$ cat config.mk
export PLATFORM = sky130hd
export DESIGN_NAME = fifo_ctrl
export DESIGN_NICKNAME = d
export VERILOG_FILES = /design/src/rtl/fifo_ctrl.sv
export SDC_FILE = /design/constraint.sdc
export NUM_CORES = 1
export LEC_CHECK = 0
export BUFFER_PORTS_ARGS = -buffer_cell sky130_fd_sc_hd__buf_2
export CORE_MARGIN = 8
export CORE_UTILIZATION = 50
export CTS_CLUSTER_SIZE = 24
export DETAILED_ROUTE_END_ITERATION = 8
export PLACE_DENSITY = 0.78
export SYNTH_ARGS = -nofsm -noshare
export SYNTH_HDL_FRONTEND = slang
export SYNTH_SLANG_ARGS = --single-unit
$ cat constraint.sdc
create_clock -name clk -period 3.2 [get_ports clk]
set_clock_uncertainty 0.05 [all_clocks]
set_input_delay 0.48 -clock clk [delete_from_list [all_inputs] [get_ports clk]]
set_output_delay 0.48 -clock clk [all_outputs]
set_load 0.005 [all_outputs]
$ cat src/rtl/fifo_ctrl.sv
// Pointer/flag controller for a FIFO built around a 2-port RAM.
// Generates RAM write/read enables and addresses plus full/empty/count status.
module fifo_ctrl #(
  parameter int ADDR_WIDTH = 4
) (
  input  logic                  clk,
  input  logic                  reset,
  input  logic                  wr,
  input  logic                  rd,
  output logic                  wr_en,
  output logic                  rd_en,
  output logic [ADDR_WIDTH-1:0] w_addr,
  output logic [ADDR_WIDTH-1:0] r_addr,
  output logic                  empty,
  output logic                  full,
  output logic [ADDR_WIDTH:0]   count
);

  localparam logic [ADDR_WIDTH:0]   DEPTH    = (ADDR_WIDTH+1)'(1) << ADDR_WIDTH;
  localparam logic [ADDR_WIDTH:0]   CNT_ONE  = (ADDR_WIDTH+1)'(1);
  localparam logic [ADDR_WIDTH-1:0] PTR_ONE  = ADDR_WIDTH'(1);

  logic [ADDR_WIDTH-1:0] wptr_q, wptr_d;
  logic [ADDR_WIDTH-1:0] rptr_q, rptr_d;
  logic [ADDR_WIDTH:0]   count_q, count_d;

  assign empty  = (count_q == '0);
  assign full   = (count_q == DEPTH);
  assign w_addr = wptr_q;
  assign r_addr = rptr_q;
  assign count  = count_q;

  // Enables are gated by reset so the RAM never sees a write/read while clearing.
  assign wr_en = wr & ~full & ~reset;
  assign rd_en = rd & ~empty & ~reset;

  always_comb begin
    wptr_d  = wptr_q;
    rptr_d  = rptr_q;
    count_d = count_q;
    if (wr_en) wptr_d = wptr_q + PTR_ONE;
    if (rd_en) rptr_d = rptr_q + PTR_ONE;
    case ({wr_en, rd_en})
      2'b10:   count_d = count_q + CNT_ONE;
      2'b01:   count_d = count_q - CNT_ONE;
      default: count_d = count_q;
    endcase
  end

  always_ff @(posedge clk or posedge reset) begin
    if (reset) begin
      wptr_q  <= '0;
      rptr_q  <= '0;
      count_q <= '0;
    end else begin
      wptr_q  <= wptr_d;
      rptr_q  <= rptr_d;
      count_q <= count_d;
    end
  end

endmodule

After elaboration in Yosys (flattened, before gate mapping)
Index checks and enable logic that the tools add are counted.

$add $sub $neg: 4. Equal/unequal tests: 3. Multiplexer cells: 1. Bitwise operators: 7. Reductions and logical operators: 2.

Operator list (count): one-hot mux 5 bit (2 select lines) (1); adder 4 x 1 -> 4 bit (second input constant) (2); adder 5 x 1 -> 5 bit (second input constant) (1); equality test 5 bit (second input constant) (1); logical NOT 5 bit (1); subtractor 5 x 1 -> 5 bit (second input constant) (1); bitwise AND 1 bit (4); NOT 1 bit (3); equality test 2 x 1 -> 1 bit (second input constant) (1); equality test 2 bit (second input constant) (1); nonzero test 2 bit (1).

Flip-flop bits (word level): 13. Input bits: 4. Output and inout port bits: 17. Logic and storage cells: 20.

Depth between registers and ports, before layout
Word-level depth: 6. Depth in mapped cells: 8. Gate-level depth less buffers: 8.

Worst setup path after synthesis
OpenSTA, ideal clock, no wires.

Kind: reg-to-reg. From: register count_q[0], in the netlist count[0]. To: register count_q[4], in the netlist count[4]. Library setup time: 0.134 ns. Data arrival time: 2.724 ns. Data required time: 3.016 ns. Setup slack: 0.292 ns. Cell stages (with the launch flop): 9. Buffers on the path: 0. Period minus slack after synthesis: 2.908 ns. Cell sequence: dfrtp_1 > or4_4 > o21ai_4 > inv_1 > ha_1 > ha_1 > or4b_2 > o311ai_0 > o211ai_1.

Word-level cells in the longest chain between the ends: 6. Elaborated cells between the ends (all ways): 14. Classes of those cells: add/sub: 2; eq/ne: 3; mux: 1; bitwise: 6; reduce/logical: 2.

Ends and longest elaborated chain: from (decl) (RTL line 25) `logic [ADDR_WIDTH:0] count_q, count_d;`; from (signal assigned) (RTL line 58) `count_q <= count_d;`; logical NOT 5 bit (*) (RTL line 27) `assign empty = (count_q == '0);`; NOT 1 bit (*) (RTL line 35) `assign rd_en = rd & ~empty & ~reset;`; bitwise AND 1 bit (*) (2 in series) (RTL line 35); via rd_en (RTL line 11) `output logic rd_en,`; equality test 2 x 1 -> 1 bit or equality test 2 bit (tied branches) (RTL line 43) `case ({wr_en, rd_en})`; one-hot mux 5 bit (2 select lines) or nonzero test 2 bit (tied branches).

Mark *: on every way through the listed nets, which the timed path passes. The rest lies on a longest branch. A chain may end at the register's enable or synchronous reset.

Worst setup path in the final report
From: register count_q[0], in the netlist count[0]. To: register count_q[4], in the netlist count[4].

Word-level cells in the longest chain between the ends: 6. Elaborated cells between the ends (all ways): 14. Classes of those cells: add/sub: 2; eq/ne: 3; mux: 1; bitwise: 6; reduce/logical: 2.

Ends and longest elaborated chain (RTL line): equality test 5 bit or logical NOT 5 bit (tied branches) (28, 27); NOT 1 bit (on tied branches) (34, 35); bitwise AND 1 bit (on tied branches) (2 in series) (34, 35); equality test 2 x 1 -> 1 bit or equality test 2 bit (tied branches) (43); one-hot mux 5 bit (2 select lines) or nonzero test 2 bit (tied branches).

Several ways; a longest one is shown, not always the timed one.

==> impl_metrics.env <==
export IMPL_crit_fanout=6
export IMPL_row_count=14
export IMPL_dp_cells=110
export IMPL_synthTopCellsByArea="dfrtp_1, ha_1, xnor2_1, mux2_2, xor2_1"
export IMPL_cts_tree="done"
export IMPL_antenna_found_initial=0
export IMPL_crit_family="simple AND/OR/NAND/NOR gates"
export IMPL_drv_slew=0
export IMPL_p_leak_nw=0.4599
export IMPL_use_met2=0.1775
export IMPL_clk_pin_slew_worst_paths_ns=0.08
export IMPL_period_needed_ns=2.970
export IMPL_yosysTopAreaCell="dfrtp_1"
export IMPL_relSlewSlack=0.6737
export IMPL_synthToLayoutAreaGrowth_pct=20.16
export IMPL_boundaryPins=21
export IMPL_postSynthAreaPerCell_um2=10.97
export IMPL_yosys_warnings=0
export IMPL_post_cts_buffers=0
export IMPL_instances_no_fill=114
export IMPL_drc=0
export IMPL_grt_pass1_wl_um=2960
export IMPL_critical_path_arrival_ns=3.08
export IMPL_grt_util_met3=0.02968
export IMPL_vias_per_cell=5.553
export IMPL_drv_cap=0
export IMPL_ctsLongestPathBuffers=2
export IMPL_core_um2=1506
export IMPL_syn_nets=84
export IMPL_power_density_nw_per_um2=907.5
export IMPL_fmax_mhz=336.7
export IMPL_grt_setup_unrepaired="no"
export IMPL_ctsResizeCount=0
export IMPL_synthArstFlopShare=1.000
export IMPL_ir_worst_vdd_v=0.0003928
export IMPL_dieArea_um2=3138
export IMPL_clk_latency_ns=0.28
export IMPL_crit_chain="or4_4 > o21ai_4 > inv_1 > ha_1 > ha_1 > or4b_2 > o311ai_0 > o211ai_1"
export IMPL_gr_total_overflow=0
export IMPL_final_nets=110
export IMPL_ant_nets=0
export IMPL_fillers=135
export IMPL_grt_pass1_vias=684
export IMPL_grt_max_degree=14
export IMPL_vias=633
export IMPL_multiInputGateArea_um2=445.4
export IMPL_cts_sinks=13
export IMPL_synth_cell_type_count=33
export IMPL_syn_inst=73
export IMPL_htreeDepth=1
export IMPL_fin_crit_sh=0.9281
export IMPL_critPathMaxStageDelay_ns=0.61
export IMPL_port_buffers=20
export IMPL_synth_commonest_cells="dfrtp_1, ha_1, inv_1"
export IMPL_wl_um=1638
export IMPL_yosysTopAreaCellShare=0.4063
export IMPL_hold_violations=0
export IMPL_clockRootBuffer="clkbuf_4"
export IMPL_setup_viol=0
export IMPL_syn_area_um2=800.8
export IMPL_die_h_um=56.02
export IMPL_seq_area_um2=325.3
export IMPL_firstDrtPassIters=4
export IMPL_crit_top_cell="ha_1"
export IMPL_hold_path_class="input port to asynchronous set/reset pin"
export IMPL_worst_pin_slew_ns=0.4889
export IMPL_drive_gt1_frac=0.3367
export IMPL_num_antenna_cells=0
export IMPL_hold_buffers=0
export IMPL_numCtsBuffers=3
export IMPL_cp_slowest_cell="or4_4"
export IMPL_hold_worst_slack_ns=0.1751
export IMPL_tns_ns=0
export IMPL_crit_path_start_kind="register"
export IMPL_place_gp_congestion=0.7383
export IMPL_ys_seq_area_frac=0.4063
export IMPL_worstPathRequired_ns=3.31
export IMPL_synth_seq_cells=13
export IMPL_setup_worst_path_class="register to register"
export IMPL_start_util=0.5316
export IMPL_status="finished, final reports clean"
export IMPL_grtUsageTotal=0.1139
export IMPL_busiest_layer="met2"
export IMPL_synth_flop_cell="dfrtp_1"
export IMPL_dp_hpwl_um=1326
export IMPL_path_buf_inv=1
export IMPL_grtUsageMet1=0.1301
export IMPL_die_x_um=56.02
export IMPL_end_kind="register"
export IMPL_routedWlPerCell_um=14.37
export IMPL_yosysMostFrequentCell="dfrtp_1"
export IMPL_synth_edff_count=0
export IMPL_drt_initial_drc_count=4
final timing paths:
path | from | endpoint | slack, ns | cells after the start
min | reset | r_addr[3]$_DFFE_PP0P_ | 0.18 | 2
min reg2reg | w_addr[3]$_DFFE_PP0P_ | w_addr[3]$_DFFE_PP0P_ | 0.41 | 1
max in group asynchronous | reset | count[0]$_DFFE_PP0P_ | 2.59 | 2
max | count[0]$_DFFE_PP0P_ | count[4]$_DFFE_PP0P_ | 0.23 | 8
max reg2reg | count[0]$_DFFE_PP0P_ | count[4]$_DFFE_PP0P_ | 0.23 | 8
min in group clk | w_addr[3]$_DFFE_PP0P_ | w_addr[3]$_DFFE_PP0P_ | 0.41 | 1
cell usage in the layout (no fill, tap or decap):
cell type   n
mux2_2      3
nand3b_1    1
a22oi_1     1
a21oi_1     3
inv_1       6
buf_4       3
nand2b_1    1
or4b_2      1
and3_1      1
or4_4       1
dfrtp_1    13
nor4_2      1
nor2_1      3
xnor2_1     5
nand2_1     1
fa_1        1
clkbuf_1    1
nand4_1     1
a211oi_1    2
o311ai_0    1
a2111oi_0   1
and2_1      1
xor2_1      3
nand3_1     3
buf_2      20
clkbuf_4    3
mux2_1      1
o21ai_0     1
ha_1        6
o211ai_1    3
nor2b_1     1
a21o_1      1
a2111o_1    1
nor3b_1     2
o21ai_4     1
worst register-to-register path: stages (launching register included):
cell and delay, ns:
dfrtp_1 0.47, or4_4 0.61, o21ai_4 0.18, inv_1 0.07, ha_1 0.25, ha_1 0.36
or4b_2 0.61, o311ai_0 0.13, o211ai_1 0.12
per-layer routing:
layer,wire (µm),part of all wire
met1,726,0.44
met2,783,0.48
met3,81,0.049
met4,46,0.028
met5,0,0
power by group:
| group | switching, W | leakage, nW | internal (W) |
|---|---|---|---|
| clock | 0.0000549 | 0.0150 | 0.0000485 |
| combinational | 0.000201 | 0.289 | 0.000223 |
| sequential | 0.0000974 | 0.156 | 0.000249 |
cell families after synthesis:
family	Yosys count	share of synthesized area
simple gates	18	0.1469
compound gates	15	0.1469
flops	13	0.4062
xor+xnor	8	0.08750
buf+inv	8	0.03749
fa+ha+maj	7	0.1187
mux	4	0.05625
cell type report:
cell class / count / share of cell area
multi-input cells: 52 / 0.4629
flip-flops and latches: 13 / 0.3381
well taps: 16 / 0.02081
clock buffers: 4 / 0.02731
inverters: 6 / 0.02341
repair buffers: 23 / 0.1274
registers in the layout (all words and copies together) (netlist names):
name and flops:
count 5, r_addr 4, w_addr 4
per-stage QoR:
step | utilization | setup slack (ns) | area (µm²) | total power [W]
after floorplan | - | 0.2921 | 800.8 | 0.0006123
after global placement | 0.6213 | 0.3274 | 935.9 | 0.0007701
after detailed placement | 0.6213 | 0.2359 | 935.9 | 0.0007858
after CTS | 0.6387 | 0.2187 | 962.2 | 0.0008923
after global routing | 0.6387 | 0.06949 | 962.2 | 0.0009686
final | 0.6387 | 0.2299 | 962.2 | 0.0008732
Note: power is estimated with default switching activity, not from simulation.
